File: src/rtl/alu_cmd_framer_pkg.sv
// Shared types and defaults for the ALU command framer (package alu_frame_pkg).
// Checksum support is selected at build time with ALU_FRAME_CHECKSUM_EN.
package alu_frame_pkg;

    localparam logic [7:0] SYNC_BYTE_DEF      = 8'hA5;
    localparam int         TIMEOUT_CYCLES_DEF = 1_000_000;

    typedef enum logic [2:0] {
        ST_IDLE,
        ST_GET_A,
        ST_GET_B,
        ST_GET_OP,
        ST_GET_CK,
        ST_EXEC,
        ST_SEND_RES,
        ST_SEND_CK
    } state_t;

    // CK covers the full OP byte, not just the opcode bits forwarded to the ALU.
    function automatic logic [7:0] frame_ck(input logic [7:0] a,
                                            input logic [7:0] b,
                                            input logic [7:0] op);
        return a ^ b ^ op;
    endfunction

endpackage

File: src/rtl/alu_cmd_framer_if.sv
// UART FIFO, ALU and status signals of the command framer.
// Handshakes: a byte moves on a cycle where o_rd_uart=1 (head valid while i_rx_empty=0), and o_wr_uart=1 only while i_tx_full=0.
interface alu_cmd_framer_if
    import alu_frame_pkg::*;
#(
    parameter int BUS_SIZE = 8,
    parameter int OPCODE_W = 6
) ();

    logic [BUS_SIZE-1:0] i_rx_data;
    logic                i_rx_empty;
    logic                o_rd_uart;
    logic                i_tx_full;
    logic [BUS_SIZE-1:0] o_tx_data;
    logic                o_wr_uart;
    logic [BUS_SIZE-1:0] o_op_a;
    logic [BUS_SIZE-1:0] o_op_b;
    logic [OPCODE_W-1:0] o_op_code;
    logic [BUS_SIZE-1:0] i_alu_result;
    logic                o_frame_err;
    logic                o_busy;
    state_t              o_state;

    modport slave (
        input  i_rx_data, i_rx_empty, i_tx_full, i_alu_result,
        output o_rd_uart, o_tx_data, o_wr_uart, o_op_a, o_op_b, o_op_code,
               o_frame_err, o_busy, o_state
    );

    modport master (
        output i_rx_data, i_rx_empty, i_tx_full, i_alu_result,
        input  o_rd_uart, o_tx_data, o_wr_uart, o_op_a, o_op_b, o_op_code,
               o_frame_err, o_busy, o_state
    );

endinterface

File: src/rtl/alu_cmd_framer_timer.sv
// Inter-byte timeout counter: clears on i_clr, counts while i_en, pulses o_expired
// on its terminal count and restarts from zero.
module frame_timeout_timer #(
    parameter int TIMEOUT_CYCLES = 1_000_000,
    parameter int TIMEOUT_W      = 20
) (
    input  logic clk,
    input  logic reset,
    input  logic i_clr,
    input  logic i_en,
    output logic o_expired
);

    localparam logic [TIMEOUT_W-1:0] LAST = TIMEOUT_W'(TIMEOUT_CYCLES - 1);

    logic [TIMEOUT_W-1:0] r_cnt;
    logic                 w_term;

    assign w_term    = i_en && (r_cnt == LAST);
    assign o_expired = w_term;

    always_ff @(posedge clk or posedge reset) begin
        if (reset) begin
            r_cnt <= '0;
        end else if (i_clr || w_term) begin
            r_cnt <= '0;
        end else if (i_en) begin
            r_cnt <= r_cnt + 1'b1;
        end
    end

endmodule

File: src/rtl/alu_cmd_framer.sv
// Sync-hunting command framer: SYNC,A,B,OP[,CK] from the UART RX FIFO to the ALU, result back to TX.
// Build option ALU_FRAME_CHECKSUM_EN adds the CK byte, shadowed operands and the SEND_CK reply byte.
module alu_cmd_framer
    import alu_frame_pkg::*;
#(
    parameter int                  BUS_SIZE       = 8,
    parameter int                  OPCODE_W       = 6,
    parameter logic [BUS_SIZE-1:0] SYNC_BYTE      = SYNC_BYTE_DEF,
    parameter int                  TIMEOUT_CYCLES = TIMEOUT_CYCLES_DEF,
    parameter int                  TIMEOUT_W      = 20
) (
    input logic            clk,
    input logic            reset,
    alu_cmd_framer_if.slave bus
);

    state_t              r_state;
    state_t              w_next;
    logic                w_pop;
    logic                w_wr;
    logic                w_err;
    logic                w_wait_byte;
    logic                w_expired;
    logic [BUS_SIZE-1:0] r_tx_data;
    logic [BUS_SIZE-1:0] r_op_a;
    logic [BUS_SIZE-1:0] r_op_b;
    logic [OPCODE_W-1:0] r_op_code;

`ifdef ALU_FRAME_CHECKSUM_EN
    logic [BUS_SIZE-1:0] r_sh_a;
    logic [BUS_SIZE-1:0] r_sh_b;
    logic [BUS_SIZE-1:0] r_sh_op;
    logic                w_ck_ok;

    assign w_ck_ok = (bus.i_rx_data == frame_ck(r_sh_a, r_sh_b, r_sh_op));
`endif

    assign w_wait_byte = (r_state == ST_GET_A) || (r_state == ST_GET_B) ||
                         (r_state == ST_GET_OP) || (r_state == ST_GET_CK);

    frame_timeout_timer #(
        .TIMEOUT_CYCLES(TIMEOUT_CYCLES),
        .TIMEOUT_W     (TIMEOUT_W)
    ) u_timer (
        .clk      (clk),
        .reset    (reset),
        .i_clr    (w_pop),
        .i_en     (w_wait_byte),
        .o_expired(w_expired)
    );

    always_ff @(posedge clk or posedge reset) begin
        if (reset) begin
            r_state <= ST_IDLE;
        end else begin
            r_state <= w_next;
        end
    end

    // A byte present in the same cycle as expiry is consumed and suppresses the error.
    always_comb begin
        w_next = r_state;
        w_pop  = 1'b0;
        w_wr   = 1'b0;
        w_err  = 1'b0;
        case (r_state)
            ST_IDLE: begin
                if (!bus.i_rx_empty) begin
                    w_pop = 1'b1;
                    if (bus.i_rx_data == SYNC_BYTE) w_next = ST_GET_A;
                end
            end
            ST_GET_A, ST_GET_B, ST_GET_OP: begin
                if (!bus.i_rx_empty) begin
                    w_pop = 1'b1;
                    if (r_state == ST_GET_A)      w_next = ST_GET_B;
                    else if (r_state == ST_GET_B) w_next = ST_GET_OP;
`ifdef ALU_FRAME_CHECKSUM_EN
                    else                          w_next = ST_GET_CK;
`else
                    else                          w_next = ST_EXEC;
`endif
                end else if (w_expired) begin
                    w_err  = 1'b1;
                    w_next = ST_IDLE;
                end
            end
`ifdef ALU_FRAME_CHECKSUM_EN
            ST_GET_CK: begin
                if (!bus.i_rx_empty) begin
                    w_pop = 1'b1;
                    if (w_ck_ok) begin
                        w_next = ST_EXEC;
                    end else begin
                        w_err  = 1'b1;
                        w_next = ST_IDLE;
                    end
                end else if (w_expired) begin
                    w_err  = 1'b1;
                    w_next = ST_IDLE;
                end
            end
            ST_SEND_CK: begin
                if (!bus.i_tx_full) begin
                    w_wr   = 1'b1;
                    w_next = ST_IDLE;
                end
            end
`endif
            ST_EXEC: begin
                w_next = ST_SEND_RES;
            end
            ST_SEND_RES: begin
                if (!bus.i_tx_full) begin
                    w_wr = 1'b1;
`ifdef ALU_FRAME_CHECKSUM_EN
                    w_next = ST_SEND_CK;
`else
                    w_next = ST_IDLE;
`endif
                end
            end
            default: begin
                w_next = ST_IDLE;
            end
        endcase
    end

    always_ff @(posedge clk or posedge reset) begin
        if (reset) begin
            r_op_a    <= '0;
            r_op_b    <= '0;
            r_op_code <= '0;
            r_tx_data <= '0;
`ifdef ALU_FRAME_CHECKSUM_EN
            r_sh_a    <= '0;
            r_sh_b    <= '0;
            r_sh_op   <= '0;
`endif
        end else begin
`ifdef ALU_FRAME_CHECKSUM_EN
            // Operands only become visible once the CK byte proves the frame good.
            if (w_pop && r_state == ST_GET_A)  r_sh_a  <= bus.i_rx_data;
            if (w_pop && r_state == ST_GET_B)  r_sh_b  <= bus.i_rx_data;
            if (w_pop && r_state == ST_GET_OP) r_sh_op <= bus.i_rx_data;
            if (w_pop && r_state == ST_GET_CK && w_ck_ok) begin
                r_op_a    <= r_sh_a;
                r_op_b    <= r_sh_b;
                r_op_code <= r_sh_op[OPCODE_W-1:0];
            end
            if (w_wr && r_state == ST_SEND_RES) r_tx_data <= r_tx_data ^ SYNC_BYTE;
`else
            if (w_pop && r_state == ST_GET_A)  r_op_a    <= bus.i_rx_data;
            if (w_pop && r_state == ST_GET_B)  r_op_b    <= bus.i_rx_data;
            if (w_pop && r_state == ST_GET_OP) r_op_code <= bus.i_rx_data[OPCODE_W-1:0];
`endif
            if (r_state == ST_EXEC) r_tx_data <= bus.i_alu_result;
        end
    end

    // IDLE pops whenever data waits, so the pop is masked while reset is held.
    assign bus.o_rd_uart   = w_pop & ~reset;
    assign bus.o_wr_uart   = w_wr;
    assign bus.o_frame_err = w_err;
    assign bus.o_busy      = (r_state != ST_IDLE);
    assign bus.o_state     = r_state;
    assign bus.o_tx_data   = r_tx_data;
    assign bus.o_op_a      = r_op_a;
    assign bus.o_op_b      = r_op_b;
    assign bus.o_op_code   = r_op_code;

endmodule
File: src/flat_wrapper.sv
// flat-port wrapper written by rule: the top's interface ports become plain ports
module alu_cmd_framer_flat import alu_frame_pkg::*;
#(
    parameter int                  BUS_SIZE       = 8,
    parameter int                  OPCODE_W       = 6,
    parameter logic [BUS_SIZE-1:0] SYNC_BYTE      = SYNC_BYTE_DEF,
    parameter int                  TIMEOUT_CYCLES = TIMEOUT_CYCLES_DEF,
    parameter int                  TIMEOUT_W      = 20
)
  (clk, reset, bus_i_rx_data, bus_i_rx_empty, bus_i_tx_full, bus_i_alu_result, bus_o_rd_uart, bus_o_tx_data, bus_o_wr_uart, bus_o_op_a, bus_o_op_b, bus_o_op_code, bus_o_frame_err, bus_o_busy, bus_o_state);
  alu_cmd_framer_if #(.BUS_SIZE(BUS_SIZE), .OPCODE_W(OPCODE_W)) bus_i ();
  input logic clk;
  input logic reset;
  input wire logic [$bits(bus_i.i_rx_data)-1:0] bus_i_rx_data;
  input wire logic [$bits(bus_i.i_rx_empty)-1:0] bus_i_rx_empty;
  input wire logic [$bits(bus_i.i_tx_full)-1:0] bus_i_tx_full;
  input wire logic [$bits(bus_i.i_alu_result)-1:0] bus_i_alu_result;
  output wire logic [$bits(bus_i.o_rd_uart)-1:0] bus_o_rd_uart;
  output wire logic [$bits(bus_i.o_tx_data)-1:0] bus_o_tx_data;
  output wire logic [$bits(bus_i.o_wr_uart)-1:0] bus_o_wr_uart;
  output wire logic [$bits(bus_i.o_op_a)-1:0] bus_o_op_a;
  output wire logic [$bits(bus_i.o_op_b)-1:0] bus_o_op_b;
  output wire logic [$bits(bus_i.o_op_code)-1:0] bus_o_op_code;
  output wire logic [$bits(bus_i.o_frame_err)-1:0] bus_o_frame_err;
  output wire logic [$bits(bus_i.o_busy)-1:0] bus_o_busy;
  output wire logic [$bits(bus_i.o_state)-1:0] bus_o_state;
  assign bus_i.i_rx_data = bus_i_rx_data;
  assign bus_i.i_rx_empty = bus_i_rx_empty;
  assign bus_i.i_tx_full = bus_i_tx_full;
  assign bus_i.i_alu_result = bus_i_alu_result;
  assign bus_o_rd_uart = bus_i.o_rd_uart;
  assign bus_o_tx_data = bus_i.o_tx_data;
  assign bus_o_wr_uart = bus_i.o_wr_uart;
  assign bus_o_op_a = bus_i.o_op_a;
  assign bus_o_op_b = bus_i.o_op_b;
  assign bus_o_op_code = bus_i.o_op_code;
  assign bus_o_frame_err = bus_i.o_frame_err;
  assign bus_o_busy = bus_i.o_busy;
  assign bus_o_state = bus_i.o_state;
  alu_cmd_framer #(.BUS_SIZE(BUS_SIZE), .OPCODE_W(OPCODE_W), .SYNC_BYTE(SYNC_BYTE), .TIMEOUT_CYCLES(TIMEOUT_CYCLES), .TIMEOUT_W(TIMEOUT_W)) u_core (.clk(clk), .reset(reset), .bus(bus_i));
endmodule
File: config.mk
export PLATFORM = sky130hd
export DESIGN_NAME = alu_cmd_framer_flat
export DESIGN_NICKNAME = d
export VERILOG_FILES = /design/src/rtl/alu_cmd_framer_pkg.sv /design/src/rtl/alu_cmd_framer_if.sv /design/src/rtl/alu_cmd_framer_timer.sv /design/src/rtl/alu_cmd_framer.sv /design/src/flat_wrapper.sv
export SDC_FILE = /design/constraint.sdc
export NUM_CORES = 1
export LEC_CHECK = 0
export ABC_AREA = 1
export BUFFER_PORTS_ARGS = -buffer_cell sky130_fd_sc_hd__buf_2
export CELL_PAD_IN_SITES_DETAIL_PLACEMENT = 0
export CELL_PAD_IN_SITES_GLOBAL_PLACEMENT = 1
export CORE_ASPECT_RATIO = 0.6
export CORE_MARGIN = 1
export CORE_UTILIZATION = 40
export DETAILED_ROUTE_END_ITERATION = 8
export PLACE_DENSITY = 0.84
export SYNTH_ARGS = -nofsm -noshare
export SYNTH_HDL_FRONTEND = slang
export SYNTH_HIERARCHICAL = 1
export SYNTH_SLANG_ARGS = --single-unit
File: constraint.sdc
create_clock -name clk -period 4.6 [get_ports clk]
set_clock_uncertainty 0.05 [all_clocks]
set_input_delay 0.23 -clock clk [delete_from_list [all_inputs] [get_ports clk]]
set_output_delay 0.23 -clock clk [all_outputs]
set_load 0.01 [all_outputs]
After elaboration in Yosys (flattened, before gate mapping)
Cells that the tools add are included.

Add/sub/neg operators: 1. Eq/ne operators: 12. Mux-type cells: 17. Bitwise logic cells: 2. Reductions and logical operators: 14.

Operators by type and width (number): 2-to-1 mux 20 bit (2); 2-to-1 mux 3 bit (7); adder 20 x 1 -> 20 bit (second input constant) (1); equality test 20 bit (second input constant) (1); one-hot mux 3 bit (4 select lines) (1); equality test 3 bit (second input constant) (3); equality test 8 bit (second input constant) (1); 2-to-1 mux 1 bit (7); equality test 3 x 2 -> 1 bit (second input constant) (2); logical AND 1 bit (4); logical OR 1 bit (4); inequality test 2 bit (second input constant) (2); AND reduction 4 bit (1); OR reduction 4 bit (1); equality test 3 x 1 -> 1 bit (second input constant) (1); logical NOT 3 bit (1); inequality test 3 bit (second input constant) (1); nonzero test 3 bit (1); OR reduction 3 bit (1); inequality test 2 x 1 -> 1 bit (second input constant) (1); nonzero test 2 bit (1); AND 1 bit (1); NOT 1 bit (1).

Bits in registers: 53. Input port bits: 20. Output and inout bits: 37.

Logic depth before layout (Yosys ltp)
Gate-level depths: netlist (run 1).

Word-level depth: 8. Gate-level depth with buffers: 16. Mapped depth without buffers: 15.

Hierarchy
Netlist (run 1), hierarchy kept.

Modules (own cells, without submodules): alu_cmd_framer (instances 1, cells each 158, area an instance 1446.4 um2, sequential area each 825.8 um2); frame_timeout_timer (instances 1, cells each 181, area an instance 1341.3 um2, sequential area each 500.5 um2).

Worst setup path before layout (run 1)
Ideal clock, no wire load.

Path type: flip-flop to output port. From: register u_core.r_state[2] (netlist: u_core/bus.o_state[2]). To: output port bus_o_frame_err. Data arrival time: 1.797 ns. Data required time: 4.320 ns. Setup slack: 2.523 ns. Stages on the path, launching flop included: 12. Buffers on the path: 1. Cell sequence: dfrtp_1 > inv_1 > nand2_1 > inv_2 > nor2_1 > buf_6 > inv_2 > nor2_4 > inv_1 > nor2_1 > inv_1 > nor3_1.

Longest elaborated chain between the ends: 8. Elaborated cells on any way between the ends: 12. Those cells by class: eq/ne (4); mux (3); reduce/logical (5).

Ends and longest elaborated chain: start, declared (line alu_cmd_framer.sv:17) `state_t r_state;`; start signal, assigned (line alu_cmd_framer.sv:56) `r_state <= w_next;`; equality test 3 x 1 -> 1 bit / equality test 3 x 2 -> 1 bit (equally long branches) (line alu_cmd_framer.sv:38) `assign w_wait_byte = (r_state == ST_GET_A) || (r_state == ST_GET_B) ||`; logical OR 1 bit (2 in a row) (line alu_cmd_framer.sv:38); logical OR 1 bit * (line alu_cmd_framer.sv:39) `(r_state == ST_GET_OP) || (r_state == ST_GET_CK);`; via u_core.w_wait_byte (line alu_cmd_framer.sv:22) `logic w_wait_byte;`; logical AND 1 bit * (line alu_cmd_framer_timer.sv:19) `assign w_term = i_en && (r_cnt == LAST);`; via u_core.w_expired (line alu_cmd_framer.sv:23) `logic w_expired;`; 2-to-1 mux 1 bit * (line alu_cmd_framer.sv:83) `end else if (w_expired) begin`; 2-to-1 mux 1 bit * (line alu_cmd_framer.sv:74) `if (!bus.i_rx_empty) begin`; 2-to-1 mux 1 bit * (line alu_cmd_framer.sv:66) `case (r_state)`; end, declared (line flat_wrapper.sv:24) `output wire logic [$bits(bus_i.o_frame_err)-1:0] bus_o_frame_err;`.

Mark *: on every way through the listed nets, which the timed path passes. The rest lies on a longest branch.

Worst setup path after layout (run 1)
Ends and elaborated chain as after synthesis.

==> key figures, run 1 <==
Floorplanning
  • Initial standard-cell utilization of the core: 0.416
  • Overall die area: 7320 sq um
  • DIE HEIGHT: 66.7 um
  • Area of the core region: 6710 sq um
  • Row cnt: 23
  • Count of pins on the block boundary: 57
  • Horizontal die dimension: 110 um

Placement
  • # placed instances: 478
  • Number of buffer cells added on primary ports: 56
  • Placer's final routability congestion estimate: 0.852
  • HPWL after DPL: 4.71 mm

Clock network
  • CTS H-Tree Depth: 2
  • Number of gates given a new drive strength after cts: 0
  • TritonCTS Buffers: 5
  • Clock insertion delay at the later pin of the skew report: 290 ps
  • Clock edge transition at the registers on the reported setup and hold paths: 80 ps
  • Clock sink total: 53
  • Hold buffer count at CTS: 0
  • Root buffer selected by CTS: sky130_fd_sc_hd__clkbuf_16
  • CTS max path bufs: 2
  • Clock tree from TritonCTS: yes
  • Post-CTS repair timing setup buffer count: 0

Yosys
  • Most used flip-flop cell after synthesis: sky130_fd_sc_hd__dfrtp_1
  • FFs w/ async S/R, synth: 1.00
  • Mean instance size in the synthesized netlist: 8.22 sq um
  • Count of different cell masters after synthesis: 28
  • Number of register bits inferred by synthesis: 53
  • Cell area after synthesis: 2790 sq um
  • Sequential element share of the synthesized area: 0.476
  • Number of cells produced by synthesis: 339
  • Count of synthesis-stage warnings from yosys: 6
  • Number of enable-type register cells in the synthesized netlist: 0
  • Post-Synthesis Net Count: 360

Critical path
  • Worst Reg2Reg Path Length in Cells: 16
  • Arrival time of data at the critical path endpoint: 2380 ps
  • Worst setup path endpoint: bus_o_frame_err
  • Data required time of the critical path: 4320 ps
  • Ordered cell list for the critical path: inv_1 -> nand2_1 -> inv_2 -> nor2_1 -> buf_4 -> inv_2 -> nor2_4 -> inv_1 -> nor2_1 -> inv_1 -> nor3_1 -> buf_2
  • Element type at the critical path start: register
  • Slack of the worst reg-to-reg path: 2270 ps
  • Start-to-end type of the worst setup path: register to primary output
  • FF-to-FF End: u_core/bus.o_state[0]
  • Worst Setup End Kind: primary output
  • CP peak stage delay: 520 ps
  • Startpoint of the worst register-to-register path: u_core/bus.o_state[2]
  • Crit-path max FO: 19
  • Most common cell type on the critical path: sky130_fd_sc_hd__inv_1
  • Cell with the largest stage delay on the worst path: sky130_fd_sc_hd__dfrtp_1
  • Launch point of the worst path: u_core/bus.o_state[2]

STA
  • Final-report hold violation count: 10
  • RSZ-0062 raised after global routing: no
  • Tcrit/Tclk final: 0.577
  • Post-Route Hold Slack: -4.18 ps
  • Maximum clock frequency: 377 MHz
  • Final critical delay including setup and external delays: 2660 ps
  • Setup TNS: 0 ps
  • Tightest slew margin relative to the limit: 0.459
  • Pin slew with the least headroom to its limit: 811 ps
  • Final setup violation count: 0
  • Pins Over Slew Limit: 0

Global routing
  • First-pass GRT wire length: 10.2 mm
  • Total grt overflow: 0
  • Number of global-route vias before repair: 1978
  • Initial antenna violation count: 0
  • Pin count of the biggest net entering global routing: 34
  • Overall track demand over capacity in global routing: 0.186

Finish
  • Multi-input gate area: 1230 sq um
  • Total Nets Final: 419
  • Fillers: 673
  • Final Instance Count excl. Fillers: 486
  • Seq. cell area: 1330 sq um
  • Area delta synth->final: 17.5%
  • ANT cells: 0
  • Most common cell after layout, fill and taps aside: sky130_fd_sc_hd__nand2_1
  • Top library cells by usage in the layout, fill and taps aside: sky130_fd_sc_hd__nand2_1, sky130_fd_sc_hd__buf_2, sky130_fd_sc_hd__dfrtp_1
  • Share of post-route cells with drive strength above 1: 0.321

Outcome
  • Violated checks: hold timing
  • Result of the run: finished, violations left

Flow run
  • Max-Cap Viols: 0

Pwr
  • Internal power: 0.00106 W
  • Combinational share of power: 0.380
  • Sequential Power Share: 0.403
  • Sw Pwr: 0.000694 W
  • Part of the power in the clock network: 0.217
  • Areal power density over the cells: 536 nW/um^2
  • Total leakage power: 1.67 nW
  • Switching Share: 0.395
  • IR Drop Worst-Case VDD: 0.280 mV

Route
  • Number of optimization iterations in the first detailed-route pass: 6
  • Post-DR wirelength/cell: 12.9 um
  • Antenna Violating Nets Remaining: 0
  • Remaining routing DRC violations: 0
  • Routed WL: 6.27 mm
  • Drt first-iter violations: 122
  • Vias per Instance: 4.65
  • Vias: 2258

Hold path
  • Type of the tightest min-delay check: primary input to asynchronous set/reset pin
-- through the flow --
| stage | util | cell area (sq um) | power [W] | hold WS [ps] | setup WS (ps) |
|---|---|---|---|---|---|
| 2_1_floorplan | - | 2790 | 0.00118 | 144 | 2520 |
| 3_3_place_gp | 0.467 | 3130 | 0.00138 | 310 | 2330 |
| 3_5_place_dp | 0.467 | 3130 | 0.00139 | 322 | 2270 |
| 4_1_cts | 0.488 | 3270 | 0.00178 | 7.85 | 1950 |
| 5_1_grt | 0.488 | 3270 | 0.00190 | 36.1 | 1720 |
| 6_report | 0.488 | 3270 | 0.00176 | -4.18 | 1940 |
-- state kept, by name (all words and copies together) (netlist names) --
signal	count
u_core/bus.o_tx_data	8
u_core/bus.o_state	3
u_core/bus.o_op_a	8
u_core/bus.o_op_b	8
u_core/u_timer/r_cnt	20
u_core/bus.o_op_code	6
-- worst min path at each step --
stage / startpoint / to / slack (ps) / cells after the start
floorplan: reset / u_core/u_timer/r_cnt[0] / 140 / 1
global placement: reset / u_core/bus.o_tx_data[1] / 310 / 3
detailed placement: reset / u_core/bus.o_state[0] / 320 / 3
CTS: reset / u_core/bus.o_tx_data[1] / 8 / 3
global route: reset / u_core/bus.o_tx_data[4] / 40 / 3
finish: reset / u_core/bus.o_op_code[3] / -4 / 3
-- cells by family (layout without fill, tap and decap cells) --
group	after synthesis	in the layout	share of synthesized area
buffers and inverters	51	111	0.0835
XOR/XNOR	4	4	0.0126
adder cells (fa/ha/maj)	1	1	0.00449
AO/OA/AOI/OAI	33	33	0.0835
AND/OR/NAND/NOR	197	197	0.340
flip-flops	53	53	0.476
-- final cells by class --
cell class | count | area share
inverters | 45 | 0.0516
clock buffers | 5 | 0.0382
flip-flops and latches | 53 | 0.405
multi-input cells | 235 | 0.375
well taps | 87 | 0.0332
clock inverters | 3 | 0.00650
repair buffers | 58 | 0.0902
-- worst max-delay path, delay by kind of cell, from the launching register on --
kind	cells	cell delay (ps)
buffers and inverters	7	800
and+or+nand+nor	5	740
DFF	1	520
-- Yosys cell counts, types with 4 or more instances --
master                    number  area [sq um]
sky130_fd_sc_hd__inv_1        37           139
sky130_fd_sc_hd__nor2_1       30           113
sky130_fd_sc_hd__nor2_2       14          87.6
sky130_fd_sc_hd__nor3_2        4          40.0
sky130_fd_sc_hd__nand2_2       8          50.1
sky130_fd_sc_hd__a21oi_1       6          30.0
sky130_fd_sc_hd__nand4_1       7          43.8
sky130_fd_sc_hd__o21ai_0       6          30.0
sky130_fd_sc_hd__o21ai_2      16           140
sky130_fd_sc_hd__nor3_1        8          40.0
sky130_fd_sc_hd__inv_2         8          30.0
sky130_fd_sc_hd__dfrtp_1      53          1330
sky130_fd_sc_hd__nand3_1      16          80.1
sky130_fd_sc_hd__nor2_4        6          67.6
sky130_fd_sc_hd__nand2_1      98           368
-- per-layer routing --
metal / track usage / share of wire
met2: 0.233 / 0.37
met5: 0 / 0
met3: 0.0440 / 0.046
met4: 0.0500 / 0.0096
met1: 0.303 / 0.57
-- power groups by stage --
stage / sequential [W] / combinational, W / clock, W
2_1_floorplan: 0.000778 / 0.000403 / 0
3_3_place_gp: 0.000712 / 0.000664 / 0
6_report: 0.000708 / 0.000667 / 0.000381
5_1_grt: 0.000731 / 0.000758 / 0.000408
3_5_place_dp: 0.000716 / 0.000674 / 0
4_1_cts: 0.000709 / 0.000676 / 0.000390
Power figures use the tool's default switching activity.
==> run 2, diff against run 1 <==
- ABC_AREA: 1 -> 0
- CORE_UTILIZATION: 40 -> 39
- PLACE_DENSITY: 0.84 -> 0.81
- clock period: 4.6 -> 2.3 ns (I/O delays scaled with it)
==> run 2 against run 1 <==
The flow now finishes without violations. Register-to-register slack worse by 2100 ps. Combinational power up 120%. Die area decreased by 4.3%. Via count down 19%. Critical path depth shrank 4. Sequential share of layout area up 0.64 points. First-iteration DRC count down 8.2%. Final cell count shrank 24%. Core utilization is 2.5 points higher. Synthesized area shrank 6.8%. Hold slack better by 15 ps. Sequential power up 100%. Largest power group is now combinational cells.
==> key figures, run 2 <==
Clock network
  • Clock edge transition at the registers on the reported setup and hold paths: 100 ps
  • Clock tree from TritonCTS: yes
  • Clock sink total: 53
  • CTS H-Tree Depth: 2
  • TritonCTS Buffers: 5
  • Clock insertion delay at the later pin of the skew report: 310 ps
  • CTS max path bufs: 2
  • Root buffer selected by CTS: sky130_fd_sc_hd__clkbuf_8

Critical path
  • FF-to-FF End: u_core/u_timer/r_cnt[17]
  • Worst setup path endpoint: bus_o_frame_err
  • Element type at the critical path start: register
  • Startpoint of the worst register-to-register path: u_core/u_timer/r_cnt[8]
  • CP peak stage delay: 420 ps
  • Largest delay share family, worst path: simple AND/OR/NAND/NOR gates
  • Arrival time of data at the critical path endpoint: 2020 ps
  • Ordered cell list for the critical path: nor2_4 -> xnor2_4 -> nand4_1 -> or2_4 -> nor3_4 -> o21ai_2 -> nor2_1 -> buf_2
  • Total stage count of the critical path: 8
  • Slack of the worst reg-to-reg path: 190 ps
  • Data required time of the critical path: 2130 ps
  • Crit-path max FO: 5
  • Worst Setup End Kind: primary output
  • Buf+Inv Stages, Crit Path: 1
  • Cell with the largest stage delay on the worst path: sky130_fd_sc_hd__dfrtp_1
  • Launch point of the worst path: u_core/bus.o_state[1]
  • Worst Reg2Reg Path Length in Cells: 4
  • Start-to-end type of the worst setup path: register to primary output

Yosys
  • Mean instance size in the synthesized netlist: 12.3 sq um
  • Sequential element share of the synthesized area: 0.510
  • Dominant cells by area after synthesis: sky130_fd_sc_hd__dfrtp_1, sky130_fd_sc_hd__mux2_4, sky130_fd_sc_hd__mux2_2, sky130_fd_sc_hd__nor2_1, sky130_fd_sc_hd__xnor2_1
  • Area share of the largest cell type after synthesis: 0.510
  • Most common library cells after synthesis: sky130_fd_sc_hd__dfrtp_1, sky130_fd_sc_hd__mux2_4, sky130_fd_sc_hd__nor2_1
  • Number of cells produced by synthesis: 211
  • Count of different cell masters after synthesis: 45
  • Library cell with the highest instance count after synthesis: sky130_fd_sc_hd__dfrtp_1
  • Most used flip-flop cell after synthesis: sky130_fd_sc_hd__dfrtp_1
  • Post-Synthesis Net Count: 232
  • FFs w/ async S/R, synth: 1.00
  • Count of synthesis-stage warnings from yosys: 6
  • Cell area after synthesis: 2600 sq um
  • Number of enable-type register cells in the synthesized netlist: 0
  • Number of register bits inferred by synthesis: 53
  • Synth area leader: sky130_fd_sc_hd__dfrtp_1

Finish
  • Total Nets Final: 305
  • Flip-flop count of the largest register, all copies and words added: 20
  • Most common cell after layout, fill and taps aside: sky130_fd_sc_hd__buf_2
  • Final standard cell utilization of the core: 0.514
  • ANT cells: 0
  • Area delta synth->final: 24.0%
  • Seq. cell area: 1330 sq um
  • Fillers: 561
  • Share of post-route cells with drive strength above 1: 0.421
  • Most flop-heavy register: u_core/u_timer/r_cnt
  • Top library cells by usage in the layout, fill and taps aside: sky130_fd_sc_hd__buf_2, sky130_fd_sc_hd__dfrtp_1, sky130_fd_sc_hd__mux2_4
  • Final Instance Count excl. Fillers: 369
  • Post-Layout Inst Area: 3220 sq um
  • Multi-input gate area: 1220 sq um

Placement
  • # placed instances: 351
  • Placement Cell Area: 3020 sq um
  • Number of buffer cells added on primary ports: 56
  • Placer's final routability congestion estimate: 0.768
  • HPWL after DPL: 3.94 mm

Outcome
  • Result of the run: finished, final reports clean

Floorplanning
  • DIE HEIGHT: 65.2 um
  • Row cnt: 22
  • Count of pins on the block boundary: 57
  • Overall die area: 7000 sq um
  • Initial standard-cell utilization of the core: 0.414
  • Horizontal die dimension: 107 um
  • Area of the core region: 6280 sq um

Pwr
  • IR Drop Worst-Case VDD: 0.503 mV
  • Overall power consumption: 0.00344 W
  • Sequential Power Share: 0.412
  • Areal power density over the cells: 1070 nW/um^2
  • Total leakage power: 1.48 nW
  • Sw Pwr: 0.00117 W
  • Part of the power in the clock network: 0.151
  • Switching Share: 0.340
  • Combinational share of power: 0.437
  • Internal power: 0.00227 W

Route
  • Post-DR wirelength/cell: 15.1 um
  • Remaining routing DRC violations: 0
  • Vias: 1830
  • Vias per Instance: 4.96
  • Routed WL: 5.59 mm
  • Drt first-iter violations: 112
  • Number of optimization iterations in the first detailed-route pass: 4
  • Antenna Violating Nets Remaining: 0

Global routing
  • Pin count of the biggest net entering global routing: 34
  • Total grt overflow: 0
  • First-pass GRT wire length: 8.98 mm
  • Initial antenna violation count: 0
  • Overall track demand over capacity in global routing: 0.167
  • Number of global-route vias before repair: 1699

STA
  • Final-report hold violation count: 0
  • Setup TNS: 0 ps
  • Pin slew with the least headroom to its limit: 783 ps
  • Final setup violation count: 0
  • Maximum clock frequency: 457 MHz
  • Tightest slew margin relative to the limit: 0.477
  • Pins Over Slew Limit: 0
  • Final critical delay including setup and external delays: 2190 ps
  • Tcrit/Tclk final: 0.952

Hold path
  • Type of the tightest min-delay check: primary input to register

Flow run
  • Max-Cap Viols: 0
[run 2: final cells by class]
cell class,instances,share of cell area
clock inverter,2,0.00466
timing repair buffer,76,0.144
tap,84,0.0326
clock buffer,6,0.0225
multi-input combinational,143,0.378
sequential,53,0.411
inverter,5,0.00582
[run 2: worst min path at each step]
| stage | start | to | slack, ps | depth (start not counted) |
|---|---|---|---|---|
| after global placement | reset | u_core/bus.o_tx_data[1] | 190 | 3 |
| final | bus_i_rx_data[6] | u_core/bus.o_op_a[6] | 10 | 2 |
| after CTS | bus_i_rx_data[6] | u_core/bus.o_op_a[6] | 5 | 2 |
| after floorplan | reset | u_core/u_timer/r_cnt[0] | 30 | 1 |
| after global routing | bus_i_rx_data[6] | u_core/bus.o_op_a[6] | 20 | 2 |
| after detailed placement | reset | u_core/bus.o_tx_data[1] | 200 | 3 |
[run 2: cells by family after synthesis]
logic type / Yosys count / share of synthesized area
multiplexers: 31 / 0.166
buffers and inverters: 15 / 0.0375
adder cells (fa/ha/maj): 1 / 0.00481
AO/OA/AOI/OAI: 24 / 0.0674
AND/OR/NAND/NOR: 73 / 0.167
flip-flops: 53 / 0.510
XOR/XNOR: 14 / 0.0472
[run 2: stage by stage]
| stage | worst slack, ps | hold slack, ps |
|---|---|---|
| after floorplan | -40.3 | 28.8 |
| after global placement | 272 | 190 |
| after detailed placement | 221 | 201 |
| after CTS | 94.6 | 4.74 |
| after global routing | -8.96 | 17.8 |
| final | 111 | 10.8 |
[run 2: worst reg2reg max path: stages (launching register included)]
cell and delay, ps:
sky130_fd_sc_hd__dfrtp_1 450, sky130_fd_sc_hd__nand4_1 190, sky130_fd_sc_hd__or4_1 680, sky130_fd_sc_hd__or4b_4 530, sky130_fd_sc_hd__a21oi_2 140
[run 2: per-layer routing]
layer | track usage | up-vias | share of wire
met3 | 0.0337 | 2 | 0.035
li1 | - | 898 | -
met1 | 0.274 | 895 | 0.55
met4 | 0.0308 | 0 | 0.0045
met2 | 0.222 | 35 | 0.41
met5 | 0 | - | 0
[run 2: power by group through the flow]
stage	clock network, W	registers [W]	logic [W]
after floorplan	0	0.00156	0.000872
after detailed placement	0	0.00143	0.00146
after global routing	0.000575	0.00145	0.00163
after CTS	0.000542	0.00142	0.00148
after global placement	0	0.00142	0.00144
final	0.000519	0.00142	0.00150
[run 2: repair_timing]
item | in CTS | in global routing
buffers inserted | 0 | 1
setup endpoints to repair | 0 | 1
hold buffers | 9 | 0
hold endpoints to repair | 61 | 0
resized for setup | 0 | 3
==> run 3, diff against run 2 <==
==> constraint.sdc (replaced) <==
create_clock -name clk -period 2.3 [get_ports clk]
set_clock_uncertainty 0.05 [all_clocks]
set_input_delay 0.46 -clock clk [delete_from_list [all_inputs] [get_ports clk]]
set_output_delay 0.46 -clock clk [all_outputs]
set_load 0.01 [all_outputs]
==> run 3 against run 2 <==
The run now ends with setup timing left. First-iteration DRC count down 14%. Power about the same. Fmax decreased by 8.2%. Setup slack worse by 200 ps. Wire length rose by 1.4%. Flip-flop and latch count unchanged. Sequential power about the same.
==> key figures, run 3 (synthesis gave the netlist of run 2 again) <==
STA
  • Post-Route Hold Slack: 201 ps
  • Setup ws final: -85.3 ps
  • Final critical delay including setup and external delays: 2390 ps
  • Maximum clock frequency: 419 MHz
  • Tightest slew margin relative to the limit: 0.458
  • Final-report hold violation count: 0
  • Pin slew with the least headroom to its limit: 812 ps
  • Tcrit/Tclk final: 1.04
  • Final setup violation count: 1
  • Pins Over Slew Limit: 0
  • RSZ-0062 raised after global routing: yes

Pwr
  • Areal power density over the cells: 1090 nW/um^2
  • IR Drop Worst-Case VDD: 0.483 mV
  • Total leakage power: 1.45 nW

Finish
  • Most common cell after layout, fill and taps aside: sky130_fd_sc_hd__buf_2
  • Multi-input gate area: 1220 sq um
  • Total Nets Final: 300
  • Most flop-heavy register: u_core/u_timer/r_cnt
  • Flip-flop count of the largest register, all copies and words added: 20
  • ANT cells: 0
  • Seq. cell area: 1330 sq um
  • Top library cells by usage in the layout, fill and taps aside: sky130_fd_sc_hd__buf_2, sky130_fd_sc_hd__dfrtp_1, sky130_fd_sc_hd__mux2_4
  • Share of post-route cells with drive strength above 1: 0.443
  • Area delta synth->final: 21.4%
  • Fillers: 565

Clock network
  • Clock insertion delay at the later pin of the skew report: 300 ps
  • CTS max path bufs: 2
  • Clock edge transition at the registers on the reported setup and hold paths: 100 ps
  • Clock sink total: 53
  • TritonCTS Buffers: 5
  • CTS H-Tree Depth: 2
  • Hold buffer count at CTS: 0
  • Root buffer selected by CTS: sky130_fd_sc_hd__clkbuf_8
  • Clock tree from TritonCTS: yes

Floorplanning
  • Count of pins on the block boundary: 57
  • Overall die area: 7000 sq um
  • Area of the core region: 6280 sq um
  • Initial standard-cell utilization of the core: 0.414
  • DIE HEIGHT: 65.2 um
  • Horizontal die dimension: 107 um
  • Row cnt: 22

Route
  • Vias per Instance: 5.20
  • Met1 Routed Length: 3.01 mm
  • Wire length on met3: 292 um
  • Post-DR wirelength/cell: 15.6 um
  • Vias: 1891
  • Remaining routing DRC violations: 0
  • Drt first-iter violations: 96
  • Highest metal layer used by the detailed router: met4
  • Antenna Violating Nets Remaining: 0
  • Routed WL: 5.67 mm
  • Number of optimization iterations in the first detailed-route pass: 4
  • Sum of met2 wire segment lengths after detailed routing: 2.33 mm

Critical path
  • Element type at the critical path start: register
  • Data required time of the critical path: 1790 ps
  • Crit-path max FO: 2
  • Worst Setup End Kind: primary output
  • Start-to-end type of the worst setup path: register to primary output
  • Arrival time of data at the critical path endpoint: 1880 ps

Global routing
  • Initial antenna violation count: 0
  • Total grt overflow: 0
  • Pin count of the biggest net entering global routing: 34
  • First-pass GRT wire length: 9.11 mm
  • Number of global-route vias before repair: 1730
  • Overall track demand over capacity in global routing: 0.171

Outcome
  • Result of the run: finished, violations left
  • Violated checks: setup timing

Placement
  • Placer's final routability congestion estimate: 0.776
  • Number of buffer cells added on primary ports: 56
  • HPWL after DPL: 4.17 mm
  • Post-placement worst setup slack: 91.3 ps

Hold path
  • Type of the tightest min-delay check: primary input to asynchronous set/reset pin

Flow run
  • Max-Cap Viols: 0
## run 3: cell count changes in the layout (fill, tap and decap cells not counted)
cell | before | now
sky130_fd_sc_hd__buf_12 | 1 | 0
sky130_fd_sc_hd__a32o_2 | 1 | 0
sky130_fd_sc_hd__dlygate4sd3_1 | 9 | 0
sky130_fd_sc_hd__or3_4 | 0 | 1
sky130_fd_sc_hd__or3_1 | 3 | 2
sky130_fd_sc_hd__buf_4 | 10 | 15
sky130_fd_sc_hd__a32o_1 | 0 | 1
## run 3: power by group
part,switching (W),internal [W]
Clock,0.000302,0.000215
Combinational,0.000684,0.000815
Sequential,0.000181,0.00124
## run 3: timing repair
item                                   CTS  global route
pin swaps                                4             2
resized for setup                        3             1
buffers inserted                         4             1
endpoints found under the hold margin    0             0
setup endpoints to repair                1             1
## run 3: metrics by stage
stage | cells | area, sq um | total power (W) | util | setup TNS (ps)
final | 364 | 3150 | 0.00344 | 0.503 | -85.3
after global routing | 364 | 3150 | 0.00366 | 0.503 | -205
after CTS | 363 | 3140 | 0.00347 | 0.501 | -108
after detailed placement | 351 | 3000 | 0.00288 | 0.478 | 0
after global placement | 351 | 3000 | 0.00285 | 0.478 | 0
after floorplan | 211 | 2640 | 0.00244 | - | -226
## run 3: per-layer routing
layer,track usage,vias up
met2,0.235,49
met4,0.0462,0
met1,0.270,952
li1,-,888
met3,0.0327,2
met5,0,-
## run 3: area by class of cell
class / instances / area share
inverter: 5 / 0.00595
sequential: 53 / 0.420
tap: 84 / 0.0333
timing repair buffer: 71 / 0.125
clock buffer: 6 / 0.0230
clock inverter: 2 / 0.00476
multi-input combinational: 143 / 0.388
## run 3: critical path, stage by stage (launching register included)
cell	delay, ps
sky130_fd_sc_hd__dfrtp_1	420
sky130_fd_sc_hd__nor2_4	180
sky130_fd_sc_hd__xnor2_4	130
sky130_fd_sc_hd__nand4_1	110
sky130_fd_sc_hd__or2_4	260
sky130_fd_sc_hd__nor3_4	130
sky130_fd_sc_hd__o21ai_2	90
sky130_fd_sc_hd__nor2_1	110
sky130_fd_sc_hd__buf_2	140
## run 3: path summary, 6_finish.rpt
kind | start | endpoint | slack (ps) | cells after the start
hold reg to reg | u_core/bus.o_tx_data[4] | u_core/bus.o_tx_data[4] | 460 | 1
min in group clk | bus_i_alu_result[2] | u_core/bus.o_tx_data[2] | 330 | 2
hold / removal | reset | u_core/bus.o_state[0] | 200 | 3
setup / recovery | u_core/bus.o_state[0] | bus_o_frame_err | -90 | 8
max in group asynchronous | reset | u_core/u_timer/r_cnt[13] | 1420 | 2
setup reg to reg | u_core/u_timer/r_cnt[8] | u_core/u_timer/r_cnt[17] | 180 | 4
